**src/rtl/ucode_sequencer.sv**
```systemverilog
// Microcode sequencer: fetches control words from synchronous control memory, issues
// EXEC payloads to the datapath over valid/ready and executes JUMP/LOOP/SETCNT/HALT.
module ucode_sequencer #(
   parameter int AW = 6,
   parameter int CW = 16
) (
   input  logic          clk,
   input  logic          rst_n,
   input  logic          start,
   input  logic [AW-1:0] start_addr,
   input  logic          abort,
   output logic          busy,
   output logic          done,
   output logic          cm_rd_en,
   output logic [AW-1:0] cm_addr,
   input  logic [CW-1:0] cm_rdata,
   output logic          op_valid,
   input  logic          op_ready,
   output logic [14:0]   op_data
);

   typedef enum logic [1:0] {
      IDLE   = 2'b00,
      FETCH  = 2'b01,
      DECODE = 2'b10,
      ISSUE  = 2'b11
   } state_t;

   typedef enum logic [1:0] {
      OP_JUMP   = 2'b00,
      OP_LOOP   = 2'b01,
      OP_SETCNT = 2'b10,
      OP_HALT   = 2'b11
   } ctrl_op_t;

   localparam logic [AW-1:0] PC_ONE  = AW'(1);
   localparam logic [7:0]    CNT_ONE = 8'd1;

   state_t        state, state_nxt;
   logic [AW-1:0] pc, pc_nxt;
   logic [7:0]    cnt, cnt_nxt;
   logic [14:0]   op_data_nxt;
   logic          done_nxt;

   // Control-word fields, only meaningful while in DECODE.
   logic          is_ctrl;
   ctrl_op_t      ctrl_op;
   logic [AW-1:0] target;
   logic [7:0]    cnt_load;

   assign is_ctrl  = cm_rdata[CW-1];
   assign ctrl_op  = ctrl_op_t'(cm_rdata[14:13]);
   assign target   = cm_rdata[AW-1:0];
   assign cnt_load = cm_rdata[7:0];

   assign busy     = (state != IDLE);
   assign cm_rd_en = (state == FETCH);
   assign cm_addr  = pc;
   assign op_valid = (state == ISSUE);

   // NOTE: sequential state uses non-blocking assignments so every register samples
   // the pre-edge values of the others, independent of statement order.
   always_ff @(posedge clk or negedge rst_n) begin
      if (!rst_n) begin
         state   <= IDLE;
         pc      <= '0;
         cnt     <= '0;
         op_data <= '0;
         done    <= 1'b0;
      end else begin
         state   <= state_nxt;
         pc      <= pc_nxt;
         cnt     <= cnt_nxt;
         op_data <= op_data_nxt;
         done    <= done_nxt;
      end
   end

   // NOTE: every signal gets its hold value first, so no path through the case
   // statements leaves one unassigned and no latch is inferred.
   always_comb begin
      state_nxt   = state;
      pc_nxt      = pc;
      cnt_nxt     = cnt;
      op_data_nxt = op_data;
      done_nxt    = 1'b0;

      // Abort leaves pc, cnt and op_data untouched and suppresses done.
      if (abort) begin
         state_nxt = IDLE;
      end else begin
         case (state)
            IDLE: begin
               if (start) begin
                  pc_nxt    = start_addr;
                  state_nxt = FETCH;
               end
            end
            FETCH: begin
               state_nxt = DECODE;
            end
            DECODE: begin
               if (!is_ctrl) begin
                  op_data_nxt = cm_rdata[14:0];
                  state_nxt   = ISSUE;
               end else begin
                  state_nxt = FETCH;
                  case (ctrl_op)
                     OP_JUMP: begin
                        pc_nxt = target;
                     end
                     OP_LOOP: begin
                        if (cnt != 8'd0) begin
                           cnt_nxt = cnt - CNT_ONE;
                           pc_nxt  = target;
                        end else begin
                           pc_nxt = pc + PC_ONE;
                        end
                     end
                     OP_SETCNT: begin
                        cnt_nxt = cnt_load;
                        pc_nxt  = pc + PC_ONE;
                     end
                     OP_HALT: begin
                        state_nxt = IDLE;
                        done_nxt  = 1'b1;
                     end
                  endcase
               end
            end
            ISSUE: begin
               if (op_ready) begin
                  pc_nxt    = pc + PC_ONE;
                  state_nxt = FETCH;
               end
            end
         endcase
      end
   end

endmodule

```
**config.mk**
```make
export PLATFORM = sky130hd
export DESIGN_NAME = ucode_sequencer
export DESIGN_NICKNAME = d
export VERILOG_FILES = /design/src/rtl/ucode_sequencer.sv
export SDC_FILE = /design/constraint.sdc
export NUM_CORES = 1
export LEC_CHECK = 0
export ABC_CLOCK_PERIOD_IN_PS = 3200
export BUFFER_PORTS_ARGS = -buffer_cell sky130_fd_sc_hd__buf_2
export CORE_MARGIN = 8
export CORE_UTILIZATION = 35
export CTS_CLUSTER_DIAMETER = 80
export DETAILED_ROUTE_END_ITERATION = 6
export PLACE_DENSITY_LB_ADDON = 0.2
export SLEW_MARGIN = 30
export SYNTH_ARGS = -nofsm -noshare
export SYNTH_HDL_FRONTEND = slang
export SYNTH_SLANG_ARGS = --single-unit
```
**constraint.sdc**
```tcl
create_clock -name clk -period 3.2 [get_ports clk]
set_input_delay 0.48 -clock clk [delete_from_list [all_inputs] [get_ports clk]]
set_output_delay 0.48 -clock clk [all_outputs]
set_load 0.01 [all_outputs]
```
==> flow_summary.yaml <==
cts:
  cts-buffers-inserted: 5
  post_cts_resized: 0
  cts_setup_buffers: 0
  max-clock-path-buffers: 2
  cts_tree: "built"
  cts.sinks: 32
  hold_buffers: 0
  clk_root_buffer_cell: "clkbuf_8"
  h-tree-depth: 2
  clock_latency_ns: 0.28
  clkSlewWorstSetupHoldPaths_ns: 0.07
detailed_routing:
  vias_per_cell: 5.010
  wl_per_cell_um: 15.14
  route.detailed.drc: 0
  drtAntennaViolNets: 0
  routed_wl_um: 4678
  firstDrtPassIters: 4
  drtIter0Drc: 79
  vias: 1548
power:
  peakVddDrop_mv: 0.2958
  cellLeakagePower_nw: 1.121
  powerDensity_nw_per_um2: 514.7
  power_mw: 1.188
place:
  place_hpwl_um: 3644
  dp.cells: 301
  dp_slack_ns: 0.7062
  routabilityCongestion: 0.7985
  io_buffers: 51
finish:
  synthToLayoutAreaGrowth_pct: 22.77
  nets: 276
  stdcell_count: 309
  drive_gt1_share_pct: 35.56
  n_antenna_cell: 0
  fill_cells: 546
logic_synthesis:
  syn_avg_cell_area_um2: 10.33
  ys_seq_elements: 32
  synthDistinctLibCells: 43
  syn_nets: 220
  ys_seq_area_share_pct: 42.61
  yosys_warnings: 0
  syn_inst: 182
  synth.cell_area_um2: 1879
die:
  die_w_um: 89.28
  rows: 26
  io_pins: 52
  die-area_um2: 7970
  die_h_um: 89.28
  core_area_um2: 5140
  initial_utilization_pct: 36.56
timing:
  fmax_ghz: 0.4296
  layout_setup_ws_ns: 0.8725
  worst_slew_pin_slew_ns: 0.7224
  final-max-slew-violation-count: 0
  rsz0062_at_grt: "no"
  finalSetupViolCount: 0
  relSlewSlack_pct: 51.40
  tns_ns: 0
  finalCritPeriodShare_pct: 72.74
  final_hold_viol_count: 0
  min_period_ns: 2.328
  fin_skew_ns: 0.003793
global_routing:
  grt_pass1_vias: 1617
  grt_max_degree: 33
  gr-usage-all-layers_pct: 12.47
  antenna_found_initial: 0
  grt_first_pass_wirelength_um: 7686
  grt_overflow: 0
worst_setup_path:
  path_class: "register to register"
  worstPathArrival_ns: 2.49
  cp-start-kind: "register"
  cp_data_required_time_ns: 3.36
  crit_path_end_kind: "register"
  critPathMaxFanout: 9
flow_run:
  maxCapViolCount: 0
min_path:
  holdCritPathClass: "input pin to asynchronous set/reset pin"
outcome:
  status: "complete, no violations"
==> layout make-up <==
class / count / area [um^2] / area share [%]
clock buffers: 7 / 86.33 / 3.742
well taps: 70 / 87.58 / 3.796
clock inverters: 1 / 7.507 / 0.3254
multi-input cells: 133 / 1006 / 43.60
inverters: 13 / 48.80 / 2.115
repair buffers: 53 / 270.3 / 11.71
flip-flops and latches: 32 / 800.8 / 34.71
==> final timing paths <==
check | start | endpoint | slack (ns) | cells past startpoint
setup / recovery | state[0] | cm_addr[3] | 0.87 | 7
hold / removal | rst_n | cm_addr[2] | 0.24 | 1
setup reg to reg | state[0] | cm_addr[3] | 0.87 | 7
hold reg to reg | op_data[6] | op_data[6] | 0.50 | 1
max in group asynchronous | rst_n | cm_addr[1] | 2.50 | 1
min in group clk | abort | state[0] | 0.39 | 2
==> registers in the layout, summed over array words and instances, names as in the netlist <==
| register | count |
|---|---|
| state | 2 |
| cnt | 8 |
| cm_addr | 6 |
| done | 1 |
| op_data | 15 |
==> logic make-up after synthesis <==
group	Yosys count	synth area share, %
and+or+nand+nor	64	20.51
AOI/OAI and AO/OA	40	15.18
DFF	32	42.61
buffers and inverters	17	3.862
muxes	17	10.05
adders and majority gates	11	7.323
xor gates and xnor gates	1	0.4661
==> per-stage QoR <==
stage	cell area, um^2	utilization (%)	hold WS (ns)
global placement	2213	43.06	0.4838
global route	2307	44.89	0.3161
detailed placement	2213	43.06	0.4907
floorplan	1879	-	0.1844
CTS	2307	44.89	0.2808
finish	2307	44.89	0.2354
==> synth_stat cells (all sizes together) <==
| cell | number | area share [%] |
|---|---|---|
| or3b | 1 | 0.47 |
| or2 | 1 | 0.33 |
| nor4 | 1 | 0.33 |
| mux2i | 2 | 1.1 |
| nor3b | 1 | 0.67 |
| nand2b | 5 | 1.7 |
| a222oi | 3 | 1.6 |
| ha | 11 | 7.3 |
| nand2 | 10 | 2.0 |
| o41ai | 1 | 0.47 |
| nand4b | 4 | 2.2 |
| inv | 13 | 2.6 |
| nor3 | 4 | 1.7 |
| nor2 | 19 | 3.8 |
| nand3 | 7 | 1.9 |
| dfrtp | 32 | 43 |
| a31oi | 2 | 0.67 |
| mux2 | 15 | 9.0 |
| nor2b | 3 | 1.4 |
| and3 | 1 | 0.33 |
| a22o | 1 | 0.47 |
| a211oi | 4 | 1.6 |
| clkbuf | 2 | 0.40 |
| o21ai | 3 | 1.0 |
| and4 | 1 | 0.47 |
| a221o | 6 | 3.2 |
| a21bo | 1 | 0.53 |
| or3 | 3 | 1.3 |
| a221oi | 1 | 0.47 |
| xnor2 | 1 | 0.47 |
| o22ai | 2 | 0.67 |
| and2 | 1 | 0.33 |
| a311o | 1 | 0.53 |
| buf | 2 | 0.87 |
| nor4b | 2 | 1.7 |
| a21oi | 15 | 4.0 |
==> worst max-delay path, stage by stage (launching register included) <==
cell,delay [ns]
dfrtp_1,0.42
inv_1,0.09
ha_1,0.34
inv_1,0.10
nor4_1,0.62
nor3_4,0.16
mux2i_1,0.15
a311o_1,0.32
==> report_power, final <==
group | switching [mW] | internal, mW | total [mW]
Sequential | 0.0545 | 0.477 | 0.532
Clock | 0.150 | 0.175 | 0.325
Combinational | 0.174 | 0.157 | 0.331
==> layer usage <==
layer | track usage, % | wire [um]
met2 | 18.38 | 1999
met3 | 4.596 | 435
met1 | 16.16 | 2225
met5 | 0 | 0
met4 | 4.683 | 18
==> placed cells by master (no fill, tap or decap), types with 3 or more instances in the layout <==
| cell | count |
|---|---|
| nand2_1 | 10 |
| nand3_1 | 7 |
| inv_1 | 13 |
| nand2b_1 | 5 |
| a222oi_1 | 3 |
| a211oi_1 | 4 |
| nand4b_1 | 3 |
| clkbuf_8 | 6 |
| nor3_1 | 3 |
| ha_1 | 11 |
| mux2_2 | 15 |
| a21oi_1 | 15 |
| dfrtp_1 | 32 |
| a221o_1 | 6 |
| nor2_1 | 19 |
| buf_2 | 51 |
(Power assumes the default switching activity.)
